--- config.mk ---
export PLATFORM = sky130hd
export DESIGN_NAME = mac_result_accumulator
export DESIGN_NICKNAME = d
export VERILOG_FILES = /design/src/rtl/mac_acc_pkg.sv /design/src/rtl/acc_sat_add.sv /design/src/rtl/mac_result_accumulator.sv
export SDC_FILE = /design/constraint.sdc
export NUM_CORES = 1
export LEC_CHECK = 0
export ABC_AREA = 0
export CAP_MARGIN = 30
export CORE_UTILIZATION = 60
export DETAILED_ROUTE_END_ITERATION = 8
export GPL_ROUTABILITY_DRIVEN = 0
export PLACE_DENSITY = 0.85
export SYNTH_ARGS = -nofsm -noshare
export SYNTH_HDL_FRONTEND = slang
export SYNTH_SLANG_ARGS = --single-unit
--- constraint.sdc ---
create_clock -name clk -period 4.7 [get_ports clk]
set_clock_uncertainty 0.05 [all_clocks]
set_input_delay 0.94 -clock clk [delete_from_list [all_inputs] [get_ports clk]]
set_output_delay 0.94 -clock clk [all_outputs]
set_load 0.02 [all_outputs]
--- src/rtl/mac_acc_pkg.sv ---
// Shared definitions for the MAC result accumulator: default widths, FSM state
// encoding and the signed accumulator limits at the default width.
package mac_acc_pkg;

    localparam int IN_W_DEF  = 18;
    localparam int ACC_W_DEF = 32;
    localparam int CNT_W_DEF = 16;

    typedef enum logic {
        S_EMPTY = 1'b0,
        S_ACC   = 1'b1
    } acc_state_t;

    localparam logic [ACC_W_DEF-1:0] ACC_MAX = {1'b0, {(ACC_W_DEF-1){1'b1}}};
    localparam logic [ACC_W_DEF-1:0] ACC_MIN = {1'b1, {(ACC_W_DEF-1){1'b0}}};

endpackage

--- src/rtl/acc_sat_add.sv ---
// Combinational signed add for the accumulator. With ACC_SAT_EN defined the
// result clamps to the signed range and ovf flags the clamp; otherwise it wraps.
module acc_sat_add
    import mac_acc_pkg::*;
#(
    parameter int ACC_W = ACC_W_DEF
) (
    input  logic [ACC_W-1:0] a,
    input  logic [ACC_W-1:0] b,
    output logic [ACC_W-1:0] sum,
    output logic             ovf
);

    logic [ACC_W-1:0] raw;

    assign raw = a + b;

`ifdef ACC_SAT_EN
    localparam logic [ACC_W-1:0] SAT_MAX = {1'b0, {(ACC_W-1){1'b1}}};
    localparam logic [ACC_W-1:0] SAT_MIN = {1'b1, {(ACC_W-1){1'b0}}};

    // Overflow only when both operands share a sign the result lost.
    assign ovf = (a[ACC_W-1] == b[ACC_W-1]) && (raw[ACC_W-1] != a[ACC_W-1]);
    assign sum = ovf ? (a[ACC_W-1] ? SAT_MIN : SAT_MAX) : raw;
`else
    assign ovf = 1'b0;
    assign sum = raw;
`endif

endmodule

--- src/rtl/mac_result_accumulator.sv ---
// Accumulates signed dot-2 partial sums into a dot product closed by in_last and
// holds it in a valid/ready output register. Saturating adds when ACC_SAT_EN is defined.
module mac_result_accumulator
    import mac_acc_pkg::*;
#(
    parameter int IN_W  = IN_W_DEF,
    parameter int ACC_W = ACC_W_DEF,
    parameter int CNT_W = CNT_W_DEF
) (
    input  logic             clk,
    input  logic             resetn,
    input  logic             in_valid,
    output logic             in_ready,
    input  logic [IN_W-1:0]  in_data,
    input  logic             in_last,
    output logic             out_valid,
    input  logic             out_ready,
    output logic [ACC_W-1:0] out_data,
    output logic [CNT_W-1:0] out_count,
    output logic             out_sat,
    output logic             fsm_state
);

    // Handshake: a beat moves when in_valid & in_ready on a rising clk edge;
    // a result moves when out_valid & out_ready. Only a closing beat stalls,
    // and only while an unconsumed result would be overwritten.

    acc_state_t       state_q, state_d;
    logic [ACC_W-1:0] acc_q, base, addend, sum;
    logic [CNT_W-1:0] cnt_q, cnt_new;
    logic             sat_q, sat_new, ovf, accept;

    assign in_ready  = ~out_valid | out_ready | ~in_last;
    assign accept    = in_valid & in_ready;
    assign fsm_state = state_q;

    // A fresh group starts from zero, so its first add can never overflow.
    assign addend  = {{(ACC_W-IN_W){in_data[IN_W-1]}}, in_data};
    assign base    = (state_q == S_ACC) ? acc_q : '0;
    assign cnt_new = (state_q == S_ACC) ? ((&cnt_q) ? cnt_q : cnt_q + CNT_W'(1))
                                        : CNT_W'(1);
    assign sat_new = ((state_q == S_ACC) & sat_q) | ovf;

    acc_sat_add #(.ACC_W(ACC_W)) u_add (
        .a   (base),
        .b   (addend),
        .sum (sum),
        .ovf (ovf)
    );

    always_ff @(posedge clk or negedge resetn) begin
        if (!resetn) state_q <= S_EMPTY;
        else         state_q <= state_d;
    end

    always_comb begin
        state_d = state_q;
        if (accept) state_d = in_last ? S_EMPTY : S_ACC;
    end

    always_ff @(posedge clk or negedge resetn) begin
        if (!resetn) begin
            acc_q     <= '0;
            cnt_q     <= '0;
            sat_q     <= 1'b0;
            out_data  <= '0;
            out_count <= '0;
            out_sat   <= 1'b0;
        end else if (accept) begin
            acc_q <= sum;
            cnt_q <= cnt_new;
            sat_q <= sat_new;
            if (in_last) begin
                out_data  <= sum;
                out_count <= cnt_new;
                out_sat   <= sat_new;
            end
        end
    end

    always_ff @(posedge clk or negedge resetn) begin
        if (!resetn)                 out_valid <= 1'b0;
        else if (accept && in_last)  out_valid <= 1'b1;
        else if (out_ready)          out_valid <= 1'b0;
    end

endmodule

## Word-level counts from Yosys, hierarchy flattened

Index checks and enable logic that the tools add are counted.

- Flip-flop bits (word level): 100
- Output and inout port bits: 52

- Add/sub/neg operators: 2
- Bitwise logic cells: 6
- Reductions and logical operators: 4
- Muxes and demuxes: 6

Operators with widths:

| operator | count |
|---|---|
| $add A32 B32 Y32 | 1 |
| $mux W16 | 2 |
| $mux W32 | 1 |
| $add A16 B1 Y16 const B | 1 |
| $reduce_and A16 Y1 | 1 |
| $mux W1 | 3 |
| $and A1 B1 Y1 | 2 |
| $not A1 Y1 | 2 |
| $or A1 B1 Y1 | 2 |
| $reduce_and A2 Y1 | 1 |
| $reduce_bool A2 Y1 | 1 |
| $logic_and A1 B1 Y1 | 1 |

## Logic depth before layout (Yosys ltp)

- Depth in word-level cells: 6
- Gate-level depth with buffers: 13
- Depth with buffers taken out: 11

## By module

From an unflattened synthesis, not the netlist that was laid out.

- Cells, all modules: 796
- Area, all modules: 6,558.8 um^2

By module, submodules not included:

| module | cells an instance | instances | area an instance (um^2) | sequential area each (um^2) |
|---|---|---|---|---|
| mac_result_accumulator | 519 | 1 | 4,501.8 | 2,502.4 |
| acc_sat_add | 277 | 1 | 2,057.0 | 0.0 |

## Worst setup path after synthesis

Ideal clock, no wire load.

- Path type: input port to flip-flop
- From: in in_data[0]
- To: reg acc_q[24]
- Required time: 4.525 ns
- Data arrival time: 3.223 ns
- Buffers on the path: 0
- Cell stages on the path: 10
- Path slack: 1.302 ns
- Cell sequence: ha_1 -> fa_1 -> a211o_1 -> o211ai_1 -> a211o_1 -> a21oi_4 -> a221oi_1 -> o31ai_2 -> xor2_1 -> mux2_2

- Cells in the longest elaborated chain, start to end: 1

RTL lines:

| what | line | source |
|---|---|---|
| start, declared | mac_result_accumulator.sv:14 | `input logic [IN_W-1:0] in_data,` |
| $add A32 B32 Y32 | acc_sat_add.sv:16 | `assign raw = a + b;` |
| end signal, assigned | mac_result_accumulator.sv:70 | `acc_q <= sum;` |
| end, declared | mac_result_accumulator.sv:29 | `logic [ACC_W-1:0] acc_q, base, addend, sum;` |

No other way between the ends.
A chain may end at the register's enable or synchronous reset.

## Final worst setup path

- From: in in_data[8]
- To: reg out_data[29]

- Cells in the longest elaborated chain, start to end: 1

RTL lines:

| what | line | source |
|---|---|---|
| $add A32 B32 Y32 | acc_sat_add.sv:16 |  |
| end signal, assigned | mac_result_accumulator.sv:74 | `out_data <= sum;` |
| end, declared | mac_result_accumulator.sv:18 | `output logic [ACC_W-1:0] out_data,` |

No other way between the ends.

==> flow_metrics.env <==
export IMPL_cp_start_kind="input pin"
export IMPL_wirelength_um=13900
export IMPL_ios=75
export IMPL_rr_worst_depth=10
export IMPL_synthTopCellsByArea="dfrtp_1, nand2_1, ha_1"
export IMPL_clk_pin_slew_ps=100
export IMPL_run_status="finished, final reports clean"
export IMPL_placementRows=36
export IMPL_grt_pass1_wl_um=23500
export IMPL_grtUsageTotal=0.284
export IMPL_wl_per_cell_um=15.5
export IMPL_avgSynthCellArea_um2=8.66
export IMPL_dr_pass1_iters=5
export IMPL_rsz0062_at_grt="false"
export IMPL_die_width_um=103
export IMPL_cts_sinks=100
export IMPL_dp_slack_ps=368
export IMPL_ys_types=53
export IMPL_n_fill_cell=796
export IMPL_cts_setup_buffers=0
export IMPL_clk_path_buf_depth=2
export IMPL_r2r_slack_ps=750
export IMPL_final_cells=897
export IMPL_tightest_slew_ps=868
export IMPL_layout_min_cycle_time_ps=4010
export IMPL_maxSlewHeadroom=0.407
export IMPL_diodes=0
export IMPL_synth_common_cells="nand2_1, dfrtp_1, o21ai_0"
export IMPL_hold_buffers=0
export IMPL_finalSetupTns_ps=0
export IMPL_cts_buffers=9
export IMPL_cp_max_fo=5
export IMPL_clock_latency_ps=370
export IMPL_p_leak_uw=0.00325
export IMPL_syn_to_final_growth_pct=16.8
export IMPL_die_h_um=103
export IMPL_synth_edf_count=0
export IMPL_setup_viol=0
export IMPL_synth_nets=760
export IMPL_hp_class="in2async"
export IMPL_core_area_mm2=0.00982
export IMPL_finalInstanceArea_mm2=0.00712
export IMPL_grt_pass1_vias=5115
export IMPL_maxCapViolations=0
export IMPL_required_ps=4920
export IMPL_place_inst=881
export IMPL_synthArstFlopShare=1.00
export IMPL_multi_input_area_mm2=0.00341
export IMPL_seq_area_mm2=0.00250
export IMPL_cts_root_buffer="clkbuf_8"
export IMPL_grt_overflow_total=0
export IMPL_vias=5308
export IMPL_min_period_over_period=0.854
export IMPL_slew_violations=0
export IMPL_rr_endpoint="out_data[29]"
export IMPL_synth_top_area_frac=0.410
export IMPL_yosys_register_bits=100
export IMPL_ys_warn_count=0
export IMPL_numPortBuffers=74
export IMPL_dp_hpwl_um=10000
export IMPL_htree_levels=3
export IMPL_drive_gt1_frac=0.0746
export IMPL_p_per_area_mw_per_mm2=567
export IMPL_drc=0
export IMPL_vdd_ir_drop_max_uv=341
export IMPL_yosysSeqAreaShare=0.410
export IMPL_nets=816
export IMPL_drtIter0Drc=296
export IMPL_initial_core_util=0.621
export IMPL_grt_antenna_before_repair=0
export IMPL_syn_inst=704
export IMPL_synthFlopType="dfrtp_1"
export IMPL_max_freq_ghz=0.249
export IMPL_design_die_area_mm2=0.0106
export IMPL_yosysTopAreaCell="dfrtp_1"
export IMPL_syn_area_mm2=0.00610
export IMPL_crit_path_end_kind="flop"
export IMPL_vias_per_cell=5.92
export IMPL_cts_tree="done"
export IMPL_placed_cell_area_mm2=0.00692
export IMPL_synth_most_common_cell="nand2_1"
export IMPL_r2r_start="fsm_state"
export IMPL_worst_setup_path_type="in2reg"
export IMPL_postCtsResizedCells=0
export IMPL_antenna_left=0
export IMPL_fin_ws_ps=687
export IMPL_grt_max_degree=79
export IMPL_finalHoldViolations=0
export IMPL_cp_arrival_ps=4230
[worst max path at each step]
| stage | slack, ps | depth (start not counted) | from | end |
|---|---|---|---|---|
| after global routing | 560 | 10 | fsm_state | out_data[29] |
| after global placement | 530 | 10 | in_data[8] | out_data[29] |
| after floorplan | 1300 | 10 | in_data[0] | acc_q[24] |
| after detailed placement | 370 | 10 | in_data[8] | out_data[29] |
| final | 690 | 10 | in_data[8] | out_data[29] |
| after CTS | 760 | 10 | in_data[8] | out_data[29] |
[state kept, by name, indices dropped and copies added, names as in the netlist]
name / cells
acc_q: 32
cnt_q: 16
fsm_state: 1
out_count: 16
out_data: 32
out_sat: 1
out_valid: 1
sat_q: 1
[per-layer routing]
metal  vias to the layer above  track usage  share of wire
met2                       175        0.475           0.47
met1                      2535        0.368           0.44
met4                         0        0.124          0.029
li1                       2553            -              -
met5                         -            0              0
met3                        45       0.0441          0.059
[stage by stage]
| step | hold slack [ps] | utilization | total power, uW |
|---|---|---|---|
| finish | 359 | 0.725 | 4040 |
| global route | 356 | 0.725 | 4350 |
| CTS | 428 | 0.723 | 4040 |
| detailed placement | 404 | 0.705 | 3520 |
| global placement | 400 | 0.703 | 3430 |
| floorplan | 388 | - | 2840 |
[report_power, final]
group          internal, uW  leakage [uW]  switching (uW)
sequential             1190       0.00124             202
clock                   196     0.0000840             312
combinational           954       0.00194            1190
[placed cells by master, fill, tap and decap left out, drive strengths merged, types with 4 or more instances in the layout]
cell and instances:
nor2 37, a21o 16, nand2 168, inv 11, xnor2 21, dfrtp 100
mux2 20, o21ai 45, o211ai 4, a21oi 43, and2 33, mux2i 6
clkbuf 9, buf 11, a31oi 7, and3 6, xor2 18, ha 32
o31ai 11, nor3 11, nand4 11, clkdlybuf4s50 73, a211oi 4, nand3 20
[worst max-delay path, cell delays in order]
cell	delay (ps)
clkdlybuf4s50_1	410
ha_1	360
a21oi_1	270
o21ai_0	240
a311oi_1	310
o21ai_0	210
a2111oi_0	800
o31ai_1	220
xnor2_1	180
mux2_2	280
[cells by family (layout without fill, tap and decap cells)]
kind of cell    after synthesis  after routing  share of synthesized area
xor+xnor                     39             39                     0.0560
compound gates              155            155                      0.163
mux                          26             26                     0.0468
flops                       100            100                      0.410
fa+ha+maj                    33             33                     0.0689
simple gates                303            303                      0.223
buf+inv                      48            108                     0.0312
[layout make-up]
| class | count | area share |
|---|---|---|
| timing repair buffer | 84 | 0.118 |
| sequential | 100 | 0.351 |
| multi-input combinational | 556 | 0.478 |
| inverter | 9 | 0.00474 |
| clock inverter | 6 | 0.00685 |
| tap | 133 | 0.0234 |
| clock buffer | 9 | 0.0174 |
(Power assumes the default switching activity.)
